### src/rtl/frame_rd_sched_if.sv
// Handshake and status bundle between the frame read scheduler and its
// environment: frame control in, read commands and completions, status out.
interface frame_rd_sched_if;
  logic        start;
  logic        soft_reset;
  logic [31:0] frame_size;
  logic [31:0] base_addr;
  logic        cmd_valid;
  logic        cmd_ready;
  logic [31:0] cmd_addr;
  logic [12:0] cmd_len;
  logic        cpl_valid;
  logic        busy;
  logic        done;
  logic        err;

  modport master (
    input  start, soft_reset, frame_size, base_addr, cmd_ready, cpl_valid,
    output cmd_valid, cmd_addr, cmd_len, busy, done, err
  );

  modport slave (
    output start, soft_reset, frame_size, base_addr, cmd_ready, cpl_valid,
    input  cmd_valid, cmd_addr, cmd_len, busy, done, err
  );
endinterface

### src/rtl/frame_rd_sched.sv
// Splits a frame into word-aligned read commands of up to MAX_BURST bytes,
// keeping at most MAX_OUTST uncompleted. Optional macro FRAME_RD_SCHED_4K_SPLIT_EN.
module frame_rd_sched #(
  parameter int unsigned MAX_BURST = 256,
  parameter int unsigned MAX_OUTST = 8
) (
  input  logic             aclk,
  input  logic             aresetn,
  frame_rd_sched_if.master bus
);

  localparam logic [2:0] IDLE     = 3'd0;
  localparam logic [2:0] CALC     = 3'd1;
  localparam logic [2:0] ISSUE    = 3'd2;
  localparam logic [2:0] WAIT_CPL = 3'd3;
  localparam logic [2:0] DONE     = 3'd4;

  logic [2:0]  state_q, state_d;
  logic [31:0] addr_q, addr_d;
  logic [31:0] rem_q, rem_d;
  logic [12:0] len_q, len_d;
  logic [3:0]  outst_q, outst_d;
  logic        busy_q, busy_d;
  logic        done_q, done_d;
  logic        err_q, err_d;

  logic        hs;
  logic        cpl_ok;
  logic        cpl_stray;
  logic [12:0] len_calc;
  logic        unused_low_bits;

  // Byte-offset bits of the size and address are don't-care: everything is in words.
  assign unused_low_bits = ^{bus.frame_size[1:0], bus.base_addr[1:0]};

  function automatic logic [12:0] clamp_burst(input logic [31:0] rem);
    if (rem < 32'(MAX_BURST)) return rem[12:0];
    return 13'(MAX_BURST);
  endfunction

  assign hs        = (state_q == ISSUE) && bus.cmd_ready;
  assign cpl_ok    = bus.cpl_valid && (outst_q != 4'd0);
  assign cpl_stray = bus.cpl_valid && (outst_q == 4'd0);

  always_comb begin
    len_calc = clamp_burst(rem_q);
`ifdef FRAME_RD_SCHED_4K_SPLIT_EN
    begin
      logic [12:0] room;
      room = 13'd4096 - {1'b0, addr_q[11:0]};
      if (len_calc > room) len_calc = room;
    end
`endif
  end

  always_comb begin
    state_d = state_q;
    addr_d  = addr_q;
    rem_d   = rem_q;
    len_d   = len_q;
    busy_d  = busy_q;
    err_d   = err_q;
    done_d  = 1'b0;
    outst_d = outst_q + 4'(hs) - 4'(cpl_ok);

    case (state_q)
      IDLE: begin
        if (bus.start) begin
          addr_d  = {bus.base_addr[31:2], 2'b00};
          rem_d   = {bus.frame_size[31:2], 2'b00};
          busy_d  = 1'b1;
          err_d   = 1'b0;
          state_d = (bus.frame_size[31:2] == 30'd0) ? DONE : CALC;
        end
      end
      CALC: begin
        if (outst_q != 4'(MAX_OUTST)) begin
          len_d   = len_calc;
          state_d = ISSUE;
        end
      end
      ISSUE: begin
        if (hs) begin
          addr_d  = addr_q + {19'd0, len_q};
          rem_d   = rem_q - {19'd0, len_q};
          state_d = (rem_q == {19'd0, len_q}) ? WAIT_CPL : CALC;
        end
      end
      WAIT_CPL: begin
        if (outst_d == 4'd0) state_d = DONE;
      end
      DONE: begin
        done_d  = 1'b1;
        busy_d  = 1'b0;
        state_d = IDLE;
      end
      default: state_d = IDLE;
    endcase

    // A stray completion wins over the clear from a start in the same cycle.
    if (cpl_stray) err_d = 1'b1;

    if (bus.soft_reset) begin
      state_d = IDLE;
      busy_d  = 1'b0;
      outst_d = 4'd0;
      done_d  = 1'b0;
    end
  end

  always_ff @(posedge aclk or negedge aresetn) begin
    if (!aresetn) begin
      state_q <= IDLE;
      addr_q  <= 32'd0;
      rem_q   <= 32'd0;
      len_q   <= 13'd0;
      outst_q <= 4'd0;
      busy_q  <= 1'b0;
      done_q  <= 1'b0;
      err_q   <= 1'b0;
    end else begin
      state_q <= state_d;
      addr_q  <= addr_d;
      rem_q   <= rem_d;
      len_q   <= len_d;
      outst_q <= outst_d;
      busy_q  <= busy_d;
      done_q  <= done_d;
      err_q   <= err_d;
    end
  end

  assign bus.cmd_valid = (state_q == ISSUE);
  assign bus.cmd_addr  = addr_q;
  assign bus.cmd_len   = len_q;
  assign bus.busy      = busy_q;
  assign bus.done      = done_q;
  assign bus.err       = err_q;

endmodule

### src/flat_wrapper.sv
// flat-port wrapper written by rule: the top's interface ports become plain ports
module frame_rd_sched_flat 
#(
  parameter int unsigned MAX_BURST = 256,
  parameter int unsigned MAX_OUTST = 8
)
  (aclk, aresetn, bus_start, bus_soft_reset, bus_frame_size, bus_base_addr, bus_cmd_ready, bus_cpl_valid, bus_cmd_valid, bus_cmd_addr, bus_cmd_len, bus_busy, bus_done, bus_err);
  frame_rd_sched_if bus_i ();
  input  logic aclk;
  input  logic aresetn;
  input wire logic [$bits(bus_i.start)-1:0] bus_start;
  input wire logic [$bits(bus_i.soft_reset)-1:0] bus_soft_reset;
  input wire logic [$bits(bus_i.frame_size)-1:0] bus_frame_size;
  input wire logic [$bits(bus_i.base_addr)-1:0] bus_base_addr;
  input wire logic [$bits(bus_i.cmd_ready)-1:0] bus_cmd_ready;
  input wire logic [$bits(bus_i.cpl_valid)-1:0] bus_cpl_valid;
  output wire logic [$bits(bus_i.cmd_valid)-1:0] bus_cmd_valid;
  output wire logic [$bits(bus_i.cmd_addr)-1:0] bus_cmd_addr;
  output wire logic [$bits(bus_i.cmd_len)-1:0] bus_cmd_len;
  output wire logic [$bits(bus_i.busy)-1:0] bus_busy;
  output wire logic [$bits(bus_i.done)-1:0] bus_done;
  output wire logic [$bits(bus_i.err)-1:0] bus_err;
  assign bus_i.start = bus_start;
  assign bus_i.soft_reset = bus_soft_reset;
  assign bus_i.frame_size = bus_frame_size;
  assign bus_i.base_addr = bus_base_addr;
  assign bus_i.cmd_ready = bus_cmd_ready;
  assign bus_i.cpl_valid = bus_cpl_valid;
  assign bus_cmd_valid = bus_i.cmd_valid;
  assign bus_cmd_addr = bus_i.cmd_addr;
  assign bus_cmd_len = bus_i.cmd_len;
  assign bus_busy = bus_i.busy;
  assign bus_done = bus_i.done;
  assign bus_err = bus_i.err;
  frame_rd_sched #(.MAX_BURST(MAX_BURST), .MAX_OUTST(MAX_OUTST)) u_core (.aclk(aclk), .aresetn(aresetn), .bus(bus_i));
endmodule
### config.mk
export PLATFORM = sky130hd
export DESIGN_NAME = frame_rd_sched_flat
export DESIGN_NICKNAME = d
export VERILOG_FILES = /design/src/rtl/frame_rd_sched_if.sv /design/src/rtl/frame_rd_sched.sv /design/src/flat_wrapper.sv
export SDC_FILE = /design/constraint.sdc
export NUM_CORES = 1
export LEC_CHECK = 0
export ABC_AREA = 1
export CAP_MARGIN = 20
export CORE_MARGIN = 10
export CORE_UTILIZATION = 42
export DETAILED_ROUTE_END_ITERATION = 8
export PLACE_DENSITY = 0.68
export SLEW_MARGIN = 40
export SYNTH_ARGS = -nofsm -noshare
export SYNTH_HDL_FRONTEND = slang
export SYNTH_SLANG_ARGS = --single-unit
### constraint.sdc
create_clock -name aclk -period 2.52 [get_ports aclk]
set_clock_uncertainty 0.05 [all_clocks]
set_input_delay 0.504 -clock aclk [delete_from_list [all_inputs] [get_ports aclk]]
set_output_delay 0.504 -clock aclk [all_outputs]
set_load 0.05 [all_outputs]
* After elaboration in Yosys (flattened, before gate mapping) *
Cells that the tools add are included.

word-level totals
  register bits = 87
  output and inout port bits = 49
  word-level logic and storage cells = 68

operators by class
  add/sub/neg operators = 4
  $lt $le $gt $ge = 1
  eq/ne operators = 12
  muxes and demuxes = 26
  reduce and logical (&&, ||, !) cells = 17

operator list
  cell                 number
  $mux 32              4
  $pmux 32 s2          2
  $add 32x13->32       1
  $eq 32x13->1         1
  $lt 32x9->1 const B  1
  $sub 32x13->32       1
  $logic_not 30->1     1
  $mux 13              2
  $mux 3               6
  $pmux 3 s4           1
  $ne 3x2->1 const B   3
  $logic_not 4->1      2
  $mux 1               8
  $eq 3x2->1 const B   2
  $reduce_and 2->1     3
  $reduce_bool 2->1    3
  $add 4x1->4          1
  $mux 4               1
  $ne 4x4->1 const B   1
  $reduce_and 4->1     1
  $reduce_bool 4->1    1
  $sub 4x1->4          1
  $eq 3x1->1 const B   1
  $eq 3x3->1 const B   1
  9 further kinds      11

* Logic depth before layout (Yosys ltp) *
  word-level depth = 8
  mapped depth = 16

* Worst setup path before layout *
OpenSTA, ideal clock, no wires.

  path kind = reg-to-reg
  start point = reg u_core.outst_q[2]
  end point = reg u_core.state_q[0]
  arrival time = 2.215 ns
  required time = 2.350 ns
  path slack = 0.135 ns
  cell stages (with the launch flop) = 17
  buffers on the path = 0
  path through = dfrtp_1 inv_1 ha_1 a31oi_1 ha_1 inv_1 ha_1 fa_1 inv_1 nand2_1 nor2_1 nand3_1 nand2_1 o211ai_1 inv_1 nor2_1 nor2_1

between the ends
  longest elaborated chain between the ends = 6

RTL lines
  what                                                 RTL line               source
  start: declaration                                   frame_rd_sched.sv:22   logic [3:0] outst_q, outst_d;
  start signal: assignment                             frame_rd_sched.sv:126  outst_q <= outst_d;
  branches (longest 5 deep; another with $add 4x1->4)  -
  $reduce_and 4->1 (no source line) (*)                -
  end signal: assignment                               frame_rd_sched.sv:122  state_q <= state_d;
  end: declaration                                     frame_rd_sched.sv:18   logic [2:0] state_q, state_d;

Every way passes the cells marked *.
A chain may end at the register's enable or synchronous reset.

* Worst setup path in the final report *
  start point = reg u_core.outst_q[3]
  end point = reg u_core.state_q[0]

Same word-level chain as after synthesis.

==> flow_summary.yaml <==
setup_path:
  cp-end-kind: "flip-flop"
  r2r_end: "u_core.state_q[0]"
  cp.required_ps: 2710
  slowest_delay_ps: 530
  cp_max_fo: 3
  worstPathArrival_ps: 2740
  crit_path_top_delay_cell: "fa_2"
  reg2reg_depth: 16
  worstSetupPathType: "flip-flop to flip-flop"
  r2r_setup_slack_ps: -20
  path_buf_inv: 4
  timing.rr.start: "u_core.outst_q[3]"
  cpLargestDelayFamily: "adder cells"
  crit_chain: "inv_2, ha_4, a31oi_4, ha_4, inv_2, ha_4, fa_2, inv_2, nand2_1, nor2_1, nand3_1, nand2_1, o211ai_1, inv_1, nor2_1, nor2_1"
  start_kind: "flip-flop"
die:
  die_area_um2: 23400
  die_h_um: 153
  top_level_ports: 119
  start_util_pct: 42.9
  die_w_um: 153
  row_count: 48
  core_um2: 17300
power_and_ir_drop:
  comb_power_share_pct: 63.1
  power_frac_seq_pct: 25.0
  sw_frac_of_total_pct: 53.2
  powerDensity_nw_per_um2: 1130
  total_power_w: 0.0105
  ir_drop_v: 0.000589
  p_leak_nw: 4.80
  power.clock.fraction_pct: 11.9
  p_switching_w: 0.00557
  p_int_w: 0.00490
layout:
  layout.cells.non_filler: 1573
  finalNetCount: 1450
  fin_area_um2: 9230
  drive_gt1_share_pct: 5.34
  area_growth_pct: 24.5
  diodes: 0
clocking:
  insertion_delay_ps: 350
  cts_sinks: 87
  cts_hold_buf: 0
  ctsRootBufferMaster: "clkbuf_16"
  cts_buffer_depth: 2
  numCtsBuffers: 9
  htreeDepth: 3
  clk_pin_slew_ps: 60
  cts_tree: "built"
grt:
  antenna_found_initial: 0
  grt_pass1_wl_um: 38700
  overflow: 0
  grt_usage_pct: 19.9
  grt_max_degree: 93
  grt_pass1_vias: 7671
logic_synthesis:
  yosysUniqueCellTypes: 41
  synth_edf_count: 0
  synth-main-ff-cell: "dfrtp_1"
  syn_avg_cell_area_um2: 6.07
  ys_seq_elements: 87
  synth_common_cells: "427 x nand2_1, 198 x inv_1, 123 x nor2_1, 112 x nand3_1, 87 x dfrtp_1"
  synth_async_sr_flop_share_pct: 100
  synth_area_leader_cell: "dfrtp_1"
  synth_cells: 1222
  yosys_warnings: 0
  synthTopCellsByArea: "dfrtp_1 29%, nand2_1 22%, inv_1 10%, nand3_1 7.6%, nor2_1 6.2%"
  yosysSeqAreaShare_pct: 29.4
  synth_top_area_share_pct: 29.4
  syn_area_um2: 7410
  synth.most_common_cell: "nand2_1"
  synthesis.nets: 1327
timing:
  fin_crit_sh_pct: 101
  finalSetupViolCount: 2
  max_freq_mhz: 393
  rsz0062_at_grt: "true"
  hold_viol: 0
  setup_ws_ps: -24.4
  timing.final.crit_period_ps: 2540
  worst_pin_slew_ps: 597
  drv_slew: 0
  max_slew_margin_pct: 60.2
drt:
  dr.first_iter.drc_count: 463
  first_pass_iters: 5
  ant_nets: 0
  routed_via_density: 5.04
  drc: 0
  wl_um: 23500
  vias: 7935
  wl_per_cell_um: 14.9
status:
  violations: "setup timing"
  status: "complete, but fails checks"
placement:
  place_area_um2: 8860
  post-dp-hpwl_um: 18600
  gp_congestion: 0.888
  io_buffer_count: 114
  dp.cells: 1552
worst_hold_path:
  hold_path_class: "primary input to async pin"
job:
  cap_violations: 0
==> timing repair <==
item	4_1_cts	5_1_grt
endpoints found under the hold margin	0	0
gates resized for setup	8	8
pin swaps	7	10
buffers inserted	4	3
gates cloned	0	0
endpoints found under the setup margin	3	9
==> sequential cells by signal, summed over array words and instances (netlist names) <==
register / flops
u_core.state_q: 3
u_core.bus.cmd_len: 13
u_core.bus.err: 1
u_core.rem_q: 32
u_core.outst_q: 4
u_core.bus.done: 1
u_core.bus.cmd_addr: 32
u_core.bus.busy: 1
==> how the worst max path moves through the flow <==
stage	start	to	slack, ps	cells after the start
final	u_core.outst_q[3]	u_core.state_q[0]	-20	16
after global routing	u_core.outst_q[3]	u_core.state_q[0]	-160	16
after CTS	u_core.outst_q[2]	u_core.state_q[0]	-30	16
after detailed placement	bus_cpl_valid	u_core.state_q[0]	-430	16
after global placement	bus_cpl_valid	u_core.state_q[0]	-380	16
after floorplan	u_core.outst_q[2]	u_core.state_q[0]	140	16
==> layer usage <==
metal	track usage, %	wire length, µm	vias up	part of all wire [%]
met5	0	0	-	0
met4	6.27	430	0	1.8
met3	2.78	1150	39	4.9
met2	34.3	11300	199	48
met1	25.0	10600	3606	45
li1	-	-	4091	-
==> cells in the final DEF, fill, tap and decap left out, types with 4 or more instances in the layout <==
cell / count
nand2_1: 427
inv_1: 194
nor2_1: 123
clkdlybuf4s50_1: 111
nand3_1: 110
dfrtp_1: 86
o21ai_0: 41
o21ai_1: 32
a21oi_1: 31
ha_1: 29
buf_4: 24
nor3_1: 19
nand4_1: 17
o22ai_1: 9
clkbuf_16: 9
inv_2: 7
a31oi_1: 6
xor2_1: 5
nand3b_1: 5
or2_2: 5
xnor2_1: 4
o211ai_1: 4
buf_12: 4
==> through the flow <==
| step | hold slack (ps) | setup TNS, ps | util, % | setup WS, ps |
|---|---|---|---|---|
| after floorplan | 158 | 0 | - | 135 |
| after global placement | 438 | -1100 | 51.2 | -384 |
| after detailed placement | 440 | -1250 | 51.2 | -428 |
| after CTS | 133 | -37.1 | 53.0 | -33.5 |
| after global routing | 166 | -377 | 53.4 | -161 |
| final | 112 | -33.7 | 53.4 | -24.4 |
==> kinds of logic after synthesis <==
kind of cell             share of synthesized area, %
adder cells (fa/ha/maj)                          6.21
AO/OA/AOI/OAI                                    10.1
buffers and inverters                            12.6
AND/OR/NAND/NOR                                  40.6
flip-flops                                       29.4
XOR/XNOR                                         1.06
==> power by group through the flow <==
stage / Combinational [W] / Sequential (W) / Clock, W
2_1_floorplan: 0.00375 / 0.00331 / 0
3_3_place_gp: 0.00632 / 0.00262 / 0
3_5_place_dp: 0.00640 / 0.00263 / 0
4_1_cts: 0.00652 / 0.00262 / 0.00127
5_1_grt: 0.00738 / 0.00271 / 0.00133
6_report: 0.00660 / 0.00262 / 0.00125
==> cell type report <==
| class | instances | area [µm²] |
|---|---|---|
| fillers | 1781 | 8070 |
| multi-input cells | 903 | 4370 |
| flip-flops and latches | 87 | 2180 |
| repair buffers | 140 | 1380 |
| inverters | 204 | 766 |
| well taps | 225 | 282 |
| clock buffers | 10 | 229 |
| clock inverters | 4 | 25.0 |
Note: power is estimated with default switching activity, not from simulation.
